## config.mk

```make
export PLATFORM = sky130hd
export DESIGN_NAME = serial_pattern_counter
export DESIGN_NICKNAME = d
export VERILOG_FILES = /design/src/rtl/serial_pattern_counter.sv
export SDC_FILE = /design/constraint.sdc
export NUM_CORES = 1
export LEC_CHECK = 0
export ABC_AREA = 0
export CORE_AREA = 2 2 39 41
export DETAILED_ROUTE_END_ITERATION = 10
export DIE_AREA = 0 0 41 43
export PLACE_DENSITY_LB_ADDON = 0.05
export SLEW_MARGIN = 10
export SYNTH_ARGS = -nofsm -noshare
export SYNTH_HDL_FRONTEND = slang
export SYNTH_SLANG_ARGS = --single-unit
```

## constraint.sdc

```tcl
create_clock -name clk -period 1 [get_ports clk]
set_input_delay 0.1 -clock clk [delete_from_list [all_inputs] [get_ports clk]]
set_output_delay 0.1 -clock clk [all_outputs]
set_load 0.02 [all_outputs]
```

## src/rtl/serial_pattern_counter.sv

```systemverilog
// rtl/serial_pattern_counter.sv - serial bit-pattern detector with wrapping match counter
module serial_pattern_counter #(
  parameter int                     PATTERN_LEN = 3,
  parameter logic [PATTERN_LEN-1:0] PATTERN     = 3'b101,
  parameter int                     OUT_W       = 3
) (
  input  logic             clk,
  input  logic             rst_n,
  input  logic             data,
  output logic [OUT_W-1:0] out
);

  localparam int                FILL_W   = $clog2(PATTERN_LEN + 1);
  localparam logic [FILL_W-1:0] FILL_MAX = FILL_W'(PATTERN_LEN);

  logic [PATTERN_LEN-1:0] hist_q, hist_d;
  logic [FILL_W-1:0]      fill_q, fill_d;
  logic [OUT_W-1:0]       cnt_q,  cnt_d;
  logic                   match;

  // Next-state: shift the new bit in at the LSB, saturate the fill count,
  // and compare the window that already contains this edge's bit.
  always_comb begin
    hist_d = {hist_q[PATTERN_LEN-2:0], data};
    fill_d = fill_q;
    if (fill_q != FILL_MAX) begin
      fill_d = fill_q + 1'b1;
    end
    match = (fill_d == FILL_MAX) && (hist_d == PATTERN);
    cnt_d = cnt_q;
    if (match) begin
      cnt_d = cnt_q + 1'b1;
    end
  end

  // State registers; reset discards history, fill progress and the count.
  always_ff @(posedge clk or negedge rst_n) begin
    if (!rst_n) begin
      hist_q <= '0;
      fill_q <= '0;
      cnt_q  <= '0;
    end else begin
      hist_q <= hist_d;
      fill_q <= fill_d;
      cnt_q  <= cnt_d;
    end
  end

  assign out = cnt_q;

endmodule

```

Word level (Yosys, flattened, before mapping)
Cells that the tools add are included.
Widths: inputs -> output; s select.
{"block": "classes", "n_reduce_logical": 1, "n_eq_ne": 3, "muxes": 1, "add_sub_neg": 2}
{"operator": "$add 3x1->3 const B", "n": 1}
{"operator": "$eq 3x3->1 const B", "n": 1}
{"operator": "$add 2x1->2 const B", "n": 1}
{"operator": "$eq 2x2->1 const B", "n": 1}
{"operator": "$mux 2", "n": 1}
{"operator": "$ne 2x2->1 const B", "n": 1}
{"operator": "$logic_and 1x1->1", "n": 1}
{"block": "totals", "register_bits": 7, "output_inout_bits": 3, "in_bits": 3, "word_cells": 10}

Depth between registers and ports, before layout
{"block": "logic_depth", "word_depth": 4, "mapped_depth": 4, "mapped_depth_nobuf": 4}

Worst setup path before layout
OpenSTA, ideal clock, no wires.
{"block": "synth_timing", "path_type": "reg2reg", "start": "register cnt_q[0] (netlist: out[0])", "end": "register cnt_q[1] (netlist: out[1])", "stages_incl_launch_ff": 3, "synth_period_minus_slack_ns": 1.145, "arrival_ns": 1.020, "setup_ns": 0.125, "required_ns": 0.875, "setup_slack_ns": -0.145, "n_path_buf": 0, "cell_sequence": "dfrtp_1 > ha_1 > mux2_4"}
{"block": "synth_between", "elab_chain_len": 1}
{"item": "from (decl)", "line_no": "18", "rtl": "logic [OUT_W-1:0] cnt_q, cnt_d;"}
{"item": "from (signal assigned)", "line_no": "45", "rtl": "cnt_q <= cnt_d;"}
{"item": "$add 3x1->3", "line_no": "32", "rtl": "cnt_d = cnt_q + 1'b1;"}
No other way between the ends.
A chain may end at the register's enable or synchronous reset.

Final worst setup path
{"block": "layout_timing", "start": "register cnt_q[1] (netlist: out[1])", "end": "register cnt_q[1] (netlist: out[1])"}
The elaborated chain is that of the path after synthesis.

==> flow_metrics.tcl <==
set metrics [dict create \
    status "complete, but fails checks" \
    violations "setup timing" \
    cp-end-kind "flip-flop" \
    power.density_nw_per_um2 2730 \
    clk-insertion-delay-late_ns 0.25 \
    required_ns 1.14 \
    static-leakage-power_nw 0.162 \
    gp_congestion 0.612 \
    design_area_um2 385 \
    ys_warn_count 0 \
    fin_crit_ns 1.03 \
    rsz0062_at_grt "yes" \
    grt_pass1_vias 168 \
    post_drt_wl_per_cell_um 10.6 \
    grt_pass1_wl_um 765 \
    cts-root-buf "clkbuf_4" \
    rows 14 \
    syn_area_um2 264 \
    drc 0 \
    hold_viol_final 0 \
    mostFrequentLayoutCell "dfrtp_1" \
    antenna_left 0 \
    hold_slack_ns 0.108 \
    chipHeight_um 43 \
    seq_area_frac_synth 0.664 \
    fin_skew_ns 0.00236 \
    drive_above_1_share 0.571 \
    final_cell_mix "5 x dfrtp_1, 3 x clkbuf_4, 3 x buf_2, 3 x buf_4" \
    ys_seq_elements 7 \
    crit_type "reg -> reg" \
    ios 6 \
    worstMarginPinSlew_ns 0.324 \
    start_kind "flip-flop" \
    dp_hpwl_um 304 \
    antenna_found_initial 0 \
    htreeDepth 1 \
    clock_sinks 7 \
    setup_tns_ns -0.0342 \
    post-route-util 0.278 \
    finalNetCount 33 \
    track_usage 0.0748 \
    numPlacedInstances 39 \
    coreArea_um2 1380 \
    ys_types 10 \
    placed_cell_area_um2 352 \
    final_cells 44 \
    post-route-period-util 1.03 \
    maxCapViolations 0 \
    setup_slack_ns -0.0342 \
    diodes 0 \
    drv_slew 0 \
    synth_nets 20 \
    cts_buffers 3 \
    port_buffers 5 \
    syn_inst 16 \
    die_area_um2 1760 \
    overflow 0 \
    hold_path.class "in -> async" \
    cts_tree "done" \
    initial_core_util 0.191 \
    setup_viol 1 \
    max-slew-margin-rel 0.784 \
    cp.arrival_ns 1.17 \
    fmax_mhz 967 \
    routed_wl_um 468 \
    clk_pin_slew_ns 0.06 \
    p_total_mw 1.05 \
    peakVddDrop_mv 0.693 \
    die_w_um 41 \
    syn2layout_area_growth_pct 46.0 \
    vias 164 \
    cp_max_fo 3 \
    detailedPlace.worstSlack_ns -0.199 \
    grt_max_degree 8 \
    clockBufferDepth 2 \
    synth_area_per_cell_um2 16.5 \
    vias_per_cell 3.73 \
    drt_iter0_markers 1 \
    dr.pass1.iters 3 \
]
==> cell usage after synthesis <==
master	instances	area, µm²
or2_2	1	6.26
inv_1	1	3.75
dfrtp_1	7	175
nand2b_1	1	6.26
nor2_1	1	3.75
nand4b_4	1	23.8
mux2_4	1	15.0
xnor2_1	1	8.76
ha_1	1	12.5
xor2_1	1	8.76
==> layout make-up <==
type / instances / area (µm²)
fill: 152 / 998
clock buffer: 4 / 26.3
inverter: 1 / 3.75
tap: 16 / 20.0
timing repair buffer: 8 / 57.6
multi-input combinational: 8 / 100
sequential: 7 / 178
==> worst max-delay path: stages, from the launching register on <==
cell	delay, ns
dfrtp_2	0.43
ha_4	0.24
mux2_4	0.26
==> report_power, final <==
group / switching (mW) / internal (mW) / total [mW] / leakage, nW
clock network: 0.110 / 0.153 / 0.262 / 0.0150
registers: 0.0674 / 0.359 / 0.426 / 0.0743
logic: 0.167 / 0.196 / 0.363 / 0.0728
total: 0.344 / 0.707 / 1.05 / 0.162
==> path summary, 6_finish.rpt <==
path,cells past startpoint,slack (ns),endpoint,start
setup / recovery,2,-0.03,out[1],out[1]
hold / removal,1,0.11,hist_q[0],rst_n
setup reg to reg,2,-0.03,out[1],out[1]
hold reg to reg,0,0.39,hist_q[1],hist_q[0]
max in group asynchronous,1,0.63,out[0],rst_n
min in group clk,1,0.38,hist_q[0],data
==> sequential cells by signal, indices dropped and copies added (netlist names) <==
name,cells
fill_q,2
hist_q,2
out,3
==> cells by family (layout without fill, tap and decap cells) <==
group	Yosys count	in the layout	synth area share
AND/OR/NAND/NOR	4	4	0.152
buffers and inverters	1	13	0.0142
multiplexers	1	1	0.0569
XOR/XNOR	2	2	0.0664
flip-flops	7	7	0.664
adder cells (fa/ha/maj)	1	1	0.0474
==> metal layers <==
layer / global-route usage / share of wire / up-vias
met4: 0.0400 / 0 / 0
li1: - / - / 75
met3: 0.0785 / 0.10 / 0
met1: 0.0888 / 0.46 / 83
met2: 0.0813 / 0.44 / 6
met5: 0 / 0 / -
==> timing repair <==
action,4_1_cts,5_1_grt
setup endpoints to repair,4,2
hold buffers,0,0
buffers inserted,1,0
gates resized for setup,13,1
(Power assumes the default switching activity.)
